**src/rtl/divider_pkg.sv**
```systemverilog
// Shared definitions for the restoring divider: FSM encodings and default width.
package divider_pkg;

  localparam int DEFAULT_WIDTH = 4;

  typedef enum logic [1:0] {
    IDLE = 2'd0,
    RUN  = 2'd1,
    FIN  = 2'd2
  } state_e;

endpackage : divider_pkg

```
**src/rtl/borrow_lookahead_sub.sv**
```systemverilog
// Combinational N-bit subtractor DIFF = A - B built from generate/propagate
// borrow terms; BOUT is high when B > A (unsigned).
module borrow_lookahead_sub #(
  parameter int N = 5
) (
  input  logic [N-1:0] A,
  input  logic [N-1:0] B,
  output logic [N-1:0] DIFF,
  output logic         BOUT
);

  logic [N-1:0] gen;
  logic [N-1:0] prop;
  logic [N:0]   brw;

  // A bit generates a borrow when it is 0 and the subtrahend bit is 1;
  // it passes an incoming borrow through when both bits are equal.
  assign gen  = ~A & B;
  assign prop = ~(A ^ B);

  // Borrow chain, evaluated from the LSB upwards inside one process.
  always_comb begin
    brw[0] = 1'b0;
    for (int i = 0; i < N; i++) begin
      // NOTE: blocking '=' in always_comb so each bit sees the borrow just computed below it.
      brw[i+1] = gen[i] | (prop[i] & brw[i]);
    end
  end

  assign DIFF = A ^ B ^ brw[N-1:0];
  assign BOUT = brw[N];

endmodule : borrow_lookahead_sub

```
**src/rtl/restoring_divider.sv**
```systemverilog
// Sequential unsigned restoring divider: one quotient bit per clock, with a
// START/DONE handshake and a single-cycle divide-by-zero path.
module restoring_divider
  import divider_pkg::*;
#(
  parameter int WIDTH = DEFAULT_WIDTH
) (
  input  logic             clk,
  input  logic             rst,
  input  logic             START,
  input  logic [WIDTH-1:0] A,
  input  logic [WIDTH-1:0] B,
  output logic             BUSY,
  output logic             DONE,
  output logic [WIDTH-1:0] QUOT,
  output logic [WIDTH-1:0] REM,
  output logic             DIV_ZERO
);

  localparam int              CW       = $clog2(WIDTH);
  localparam logic [CW-1:0]   CNT_LAST = CW'(WIDTH - 1);

  state_e             state_q, state_d;
  logic [WIDTH:0]     r_q, r_d;      // partial remainder, one guard bit
  logic [WIDTH-1:0]   q_q, q_d;      // dividend shifting out / quotient shifting in
  logic [WIDTH:0]     d_q, d_d;      // zero-extended divisor
  logic [CW-1:0]      cnt_q, cnt_d;
  logic [WIDTH-1:0]   quot_q, quot_d;
  logic [WIDTH-1:0]   rem_q, rem_d;
  logic               dz_q, dz_d;
  logic               done_q, done_d;

  logic [WIDTH:0]     s_val;
  logic [WIDTH:0]     t_val;
  logic               bo;
  logic [WIDTH:0]     r_next;
  logic [WIDTH-1:0]   q_next;
  logic               r_msb_unused;

  // Shift the next dividend bit into the partial remainder and trial-subtract.
  assign s_val = {r_q[WIDTH-1:0], q_q[WIDTH-1]};

  borrow_lookahead_sub #(
    .N (WIDTH + 1)
  ) u_sub (
    .A    (s_val),
    .B    (d_q),
    .DIFF (t_val),
    .BOUT (bo)
  );

  // Restore on borrow; the quotient bit is the inverted borrow.
  assign r_next = bo ? s_val : t_val;
  assign q_next = {q_q[WIDTH-2:0], ~bo};

  // The guard bit only widens the subtraction; it is always 0 between steps.
  assign r_msb_unused = r_q[WIDTH];

  // Next-state, datapath and result-register update logic.
  always_comb begin
    // NOTE: every target gets a default first so no path leaves it unassigned (no latches).
    state_d = state_q;
    r_d     = r_q;
    q_d     = q_q;
    d_d     = d_q;
    cnt_d   = cnt_q;
    quot_d  = quot_q;
    rem_d   = rem_q;
    dz_d    = dz_q;
    done_d  = 1'b0;

    case (state_q)
      IDLE: begin
        if (START) begin
          r_d   = '0;
          q_d   = A;
          d_d   = {1'b0, B};
          cnt_d = '0;
          if (B == '0) begin
            state_d = FIN;
            quot_d  = '1;
            rem_d   = A;
            dz_d    = 1'b1;
            done_d  = 1'b1;
          end else begin
            state_d = RUN;
          end
        end
      end
      RUN: begin
        r_d   = r_next;
        q_d   = q_next;
        cnt_d = cnt_q + 1'b1;
        if (cnt_q == CNT_LAST) begin
          state_d = FIN;
          quot_d  = q_next;
          rem_d   = r_next[WIDTH-1:0];
          dz_d    = 1'b0;
          done_d  = 1'b1;
        end
      end
      FIN:     state_d = IDLE;
      default: state_d = IDLE;
    endcase
  end

  // State and datapath registers with asynchronous clear.
  always_ff @(posedge clk or posedge rst) begin
    if (rst) begin
      // NOTE: every register here is small control/datapath state, so all are cleared on reset.
      state_q <= IDLE;
      r_q     <= '0;
      q_q     <= '0;
      d_q     <= '0;
      cnt_q   <= '0;
      quot_q  <= '0;
      rem_q   <= '0;
      dz_q    <= 1'b0;
      done_q  <= 1'b0;
    end else begin
      // NOTE: non-blocking '<=' so all registers update from the same pre-edge values.
      state_q <= state_d;
      r_q     <= r_d;
      q_q     <= q_d;
      d_q     <= d_d;
      cnt_q   <= cnt_d;
      quot_q  <= quot_d;
      rem_q   <= rem_d;
      dz_q    <= dz_d;
      done_q  <= done_d;
    end
  end

  assign BUSY     = (state_q != IDLE);
  assign DONE     = done_q;
  assign QUOT     = quot_q;
  assign REM      = rem_q;
  assign DIV_ZERO = dz_q;

endmodule : restoring_divider

```
**config.mk**
```make
export PLATFORM = sky130hd
export DESIGN_NAME = restoring_divider
export DESIGN_NICKNAME = d
export VERILOG_FILES = /design/src/rtl/divider_pkg.sv /design/src/rtl/borrow_lookahead_sub.sv /design/src/rtl/restoring_divider.sv
export SDC_FILE = /design/constraint.sdc
export NUM_CORES = 1
export LEC_CHECK = 0
export CAP_MARGIN = 10
export CORE_MARGIN = 5
export CORE_UTILIZATION = 55
export DETAILED_ROUTE_END_ITERATION = 8
export MAX_ROUTING_LAYER = met4
export PLACE_DENSITY_LB_ADDON = 0.1
export SETUP_SLACK_MARGIN = 0.05
export SLEW_MARGIN = 30
export SYNTH_ARGS = -nofsm -noshare
export SYNTH_HDL_FRONTEND = slang
export SYNTH_SLANG_ARGS = --single-unit
```
**constraint.sdc**
```tcl
create_clock -name clk -period 7.7 [get_ports clk]
set_clock_uncertainty 0.2 [all_clocks]
set_input_delay 1.155 -clock clk [delete_from_list [all_inputs] [get_ports clk]]
set_output_delay 1.155 -clock clk [all_outputs]
set_load 0.05 [all_outputs]
```
=== After elaboration in Yosys (flattened, before gate mapping) ===
Index checks and enable logic that the tools add are counted.

* Bits in registers: 26
* Word-level logic and storage cells: 64

* $add $sub $neg: 1
* Eq/ne operators: 5
* Muxes and demuxes: 27
* Bitwise gates (word level): 14
* Reductions and logical operators: 8

{| class="wikitable"
|+ Operators with widths
! cell !! count
|-
| 4-bit 2-to-1 mux || 9
|-
| 4-bit case mux with 2 select lines || 4
|-
| 5-bit NOT || 2
|-
| 2-bit 2-to-1 mux || 4
|-
| 2-bit case mux with 2 select lines || 2
|-
| 1-bit 2-to-1 mux || 6
|-
| 2-bit != test, second input constant || 3
|-
| 2-bit AND reduction || 3
|-
| 5-bit by 4-bit bitwise AND with 5-bit output || 1
|-
| 5-bit by 4-bit bitwise XOR with 5-bit output || 1
|-
| 1-bit bitwise AND || 4
|-
| 4-bit logical NOT || 1
|-
| 1-bit OR || 4
|-
| 1-bit case mux with 2 select lines || 2
|-
| 4-bit AND reduction || 1
|-
| 2-bit nonzero test || 2
|-
| 4-bit bitwise XOR || 1
|-
| 2-bit by 1-bit adder with 2-bit output, second input constant || 1
|-
| 2-bit by 1-bit == test with 1-bit output, second input constant || 1
|-
| 2-bit == test, second input constant || 1
|-
| 2-bit logical NOT || 1
|-
| 1-bit NOT || 1
|}

=== Longest topological paths before layout ===
* Word-level depth: 13
* Mapped depth: 8
* Gate-level depth less buffers: 8

=== Hierarchy ===
Synthesis repeated with hierarchy kept, for this count alone.

* Cells, all modules: 115
* Area total of the unflattened synthesis: 1,337.5 um2

{| class="wikitable"
|+ Modules (own cells, without submodules)
! module !! instances !! cells each !! area an instance (um2) !! sequential area each (um2)
|-
| restoring_divider || 1 || 98 || 1,199.9 || 650.6
|-
| borrow_lookahead_sub || 1 || 17 || 137.6 || 0.0
|}

=== Worst setup path after synthesis ===
Ideal clock, no wire load.

* Kind: in2reg
* Start: in B[1]
* End: reg quot_q[0] (netlist: QUOT[0])
* Library setup time: 0.079 ns
* Data arrival time: 2.475 ns
* Required time: 7.421 ns
* Slack: 4.945 ns
* Stages on the path: 4
* Buffers on the path: 1
* Cells stage by stage: or4_1 buf_2 a211oi_4 mux2i_1

* Longest elaborated chain between the ends: 3

{| class="wikitable"
|+ Ends and longest elaborated chain
! item !! RTL line !! text
|-
| start, declared || restoring_divider.sv:12 || <nowiki>input logic [WIDTH-1:0] B,</nowiki>
|-
| 4-bit logical NOT || restoring_divider.sv:79 || <nowiki>if (B == '0) begin</nowiki>
|-
| 2-bit != test (no source line) || - ||
|-
| 4-bit AND reduction (no source line) || - ||
|-
| end signal, assigned || restoring_divider.sv:127 || <nowiki>quot_q <= quot_d;</nowiki>
|-
| end, declared || restoring_divider.sv:28 || <nowiki>logic [WIDTH-1:0] quot_q, quot_d;</nowiki>
|}

Every way passes these cells.
A chain may end at the register's enable or synchronous reset.

=== Worst setup path in the final report ===
* Start: reg state_q[1]
* End: out BUSY

* Longest elaborated chain between the ends: 1

{| class="wikitable"
|+ Ends and longest elaborated chain
! item !! RTL line !! text
|-
| start, declared || restoring_divider.sv:23 || <nowiki>state_e state_q, state_d;</nowiki>
|-
| start signal, assigned || restoring_divider.sv:122 || <nowiki>state_q <= state_d;</nowiki>
|-
| 2-bit nonzero test || restoring_divider.sv:134 || <nowiki>assign BUSY = (state_q != IDLE);</nowiki>
|-
| end, declared || restoring_divider.sv:13 || <nowiki>output logic BUSY,</nowiki>
|}

Every way passes these cells.

==> run_results.csv <==
group,metric,value,unit
cts,h-tree-depth,1,
global_route,grt_pass1_wl,4.49,mm
sta,slew_violations,0,
cts,postCtsResizedCells,0,
floorplanning,pin_count,22,
sta,fin_ws,4.22,ns
cts,postCtsSetupBuffers,0,
sta,fmax,287,MHz
sta,tns,0,ns
drt,route.detailed.drc,0,
placement,hpwl,1.96,mm
synth,yosysTopAreaCell,"dfrtp_1",
floorplanning,initial_core_util,57.8,%
drt,drt_iter0_drc,8,
drt,post_drt_wl_per_cell,15.8,µm
finish,drive_gt1_share,7.30,%
floorplanning,die_h,58.5,µm
finish,diodes,0,
floorplanning,die_width,58.5,µm
pwr,power_density,493,nW/µm²
synth,syn_inst,117,
cts,clk-insertion-delay-late,0.32,ns
critical_path,critical_path_required,6.34,ns
finish,final_net_count,155,
global_route,track_usage,17.7,%
synth,synth.distinct_cells,27,
synth,ys_seq_area_share,50.4,%
synth,synth_area_leaders,"dfrtp_1 50%, mux2i_1 7.0%, fa_1 4.7%",
cts,cts_root_buffer,"clkbuf_4",
sta,rsz0062_at_grt,"no",
drt,post_drt_via_cell_ratio,5.68,
drt,routed_wirelength,2.60,mm
global_route,grt_pass1_vias,980,
synth,synthesis.nets,133,
synth,yosys_warnings,0,
drt,ant_nets,0,
floorplanning,dieArea,3420,µm²
placement,dp_cells,162,
critical_path,worst_setup_path_end_kind,"primary output",
finish,instances_no_fill,165,
placement,place.gp.congestion,0.776,
cts,cts_tree,"yes",
sta,slew_headroom,49.5,%
synth,ys_ff_latch,26,
finish,num-fill-cells,182,
pwr,ir_drop,0.000286,V
synth,syn_area,1290,µm²
global_route,grt_max_degree,27,
drt,firstDrtPassIters,4,
global_route,antenna_found_initial,0,
global_route,grt_overflow_total,0,
run,cap_violations,0,
placement,place_ws,4.30,ns
worst_hold_path,hold_class,"flip-flop to flip-flop",
synth,postSynthAreaPerCell,11.0,µm²
critical_path,critPathMaxFanout,11,
pwr,leakagePower,0.680,nW
run_status,status,"complete, no violations",
sta,worst_slew_pin_slew,0.754,ns
cts,postCtsHoldBufs,0,
floorplanning,rows,17,
critical_path,start_kind,"flip-flop",
cts,cts.sinks,26,
cts,path_clk_slew,0.12,ns
drt,vias,938,
sta,min_period,3.48,ns
cts,numCtsBuffers,3,
sta,setup_violations,0,
cts,cts_max_path_buffers,2,
critical_path,criticalPathCategory,"flip-flop to primary output",
floorplanning,core_area,2230,µm²
placement,port_buffers,21,
synth,synth_top_cell_area_share,50.4,%
sta,finalHoldViolations,0,
sta,final_min_period_over_clock_period,45.2,%
critical_path,arrival,2.13,ns
finish,area_growth,19.5,%
==> routing by layer <==
layer / part of all wire, % / GRT usage (%)
met4: 2.3 / 6.95
met1: 44 / 22.2
met2: 49 / 29.0
met5: 0 / -
met3: 4.2 / 2.19
==> cells by family (layout without fill, tap and decap cells) <==
group / Yosys count / after routing / share of synthesized area, %
adders and majority gates: 5 / 5 / 6.59
muxes: 13 / 13 / 10.5
DFF: 26 / 26 / 50.4
and+or+nand+nor: 30 / 30 / 12.2
buffers and inverters: 17 / 37 / 5.04
AOI/OAI and AO/OA: 26 / 26 / 15.3
==> through the flow <==
step | cell area, µm² | hold slack (ns) | utilization, % | total power, mW
final | 1540 | 0.313 | 69.1 | 0.761
after global placement | 1520 | 0.273 | 68.1 | 0.693
after floorplan | 1290 | 0.251 | - | 0.583
after detailed placement | 1520 | 0.278 | 68.1 | 0.708
after CTS | 1540 | 0.307 | 69.1 | 0.766
after global routing | 1540 | 0.331 | 69.1 | 0.821
==> worst max-delay path: stages, from the launching register on <==
cell	delay [ns]
dfrtp_1	0.53
nor2_1	0.49
inv_1	0.08
clkdlybuf4s50_1	0.71
==> registers in the layout, summed over array words and instances (netlist names) <==
register / flops
QUOT: 4
REM: 4
d_q: 4
q_q: 4
r_q: 4
cnt_q: 2
state_q: 2
DIV_ZERO: 1
DONE: 1
==> where the power goes <==
group / total (mW) / switching, mW / leakage, nW / internal [mW]
Combinational: 0.448 / 0.271 / 0.365 / 0.178
Clock: 0.0558 / 0.0375 / 0.0138 / 0.0183
Sequential: 0.257 / 0.0540 / 0.301 / 0.203
Total: 0.761 / 0.362 / 0.680 / 0.399
==> final timing paths <==
kind                                         from                endpoint  slack (ns)  cells after the start
setup / recovery           state_q[1]$_DFFE_PP0P_                    BUSY        4.22                      3
hold / removal                 q_q[0]$_DFFE_PP0P_      q_q[0]$_DFFE_PP0P_        0.31                      2
setup reg to reg               q_q[3]$_DFFE_PP0P_      REM[3]$_DFFE_PP0P_        4.89                      8
hold reg to reg                q_q[0]$_DFFE_PP0P_      q_q[0]$_DFFE_PP0P_        0.31                      2
max in group asynchronous                     rst  state_q[0]$_DFFE_PP0P_        5.97                      2
min in group asynchronous                     rst      REM[0]$_DFFE_PP0P_        0.98                      2
==> placed cells by master (no fill, tap or decap), drive strengths merged, types with 4 or more instances in the layout <==
cell type,netlist,routed
a21oi,4,4
a2bb2oi,4,4
clkdlybuf4s50,0,21
dfrtp,26,26
inv,13,13
mux2,4,4
mux2i,9,9
nand2,10,10
nor2,7,7
nor2b,4,4
nor3b,4,4
o21ai,6,6
==> cell usage after synthesis <==
| cell | number |
|---|---|
| dfrtp_1 | 26 |
| inv_1 | 13 |
| nand2_1 | 10 |
| mux2i_1 | 9 |
| nor2_1 | 7 |
| o21ai_0 | 6 |
| a21oi_1 | 4 |
| a2bb2oi_1 | 4 |
| mux2_2 | 4 |
| nor2b_1 | 4 |
| a2111oi_0 | 3 |
| a211o_1 | 3 |
| clkbuf_1 | 3 |
| fa_1 | 3 |
| nor3b_1 | 3 |
| a211oi_1 | 2 |
| ha_1 | 2 |
| nand2b_1 | 2 |
| a2111o_1 | 1 |
| a211oi_4 | 1 |
| and3b_1 | 1 |
| buf_2 | 1 |
| nand3_1 | 1 |
| nor3b_2 | 1 |
| o21bai_1 | 1 |
| o22ai_1 | 1 |
| or4_1 | 1 |
==> area by class of cell <==
class | instances | area (µm²) | area share, %
inverters | 13 | 48.8 | 3.16
repair buffers | 21 | 210 | 13.6
well taps | 28 | 35.0 | 2.27
multi-input cells | 74 | 576 | 37.3
flip-flops and latches | 26 | 651 | 42.2
clock buffers | 3 | 22.5 | 1.46
(Power assumes the default switching activity.)
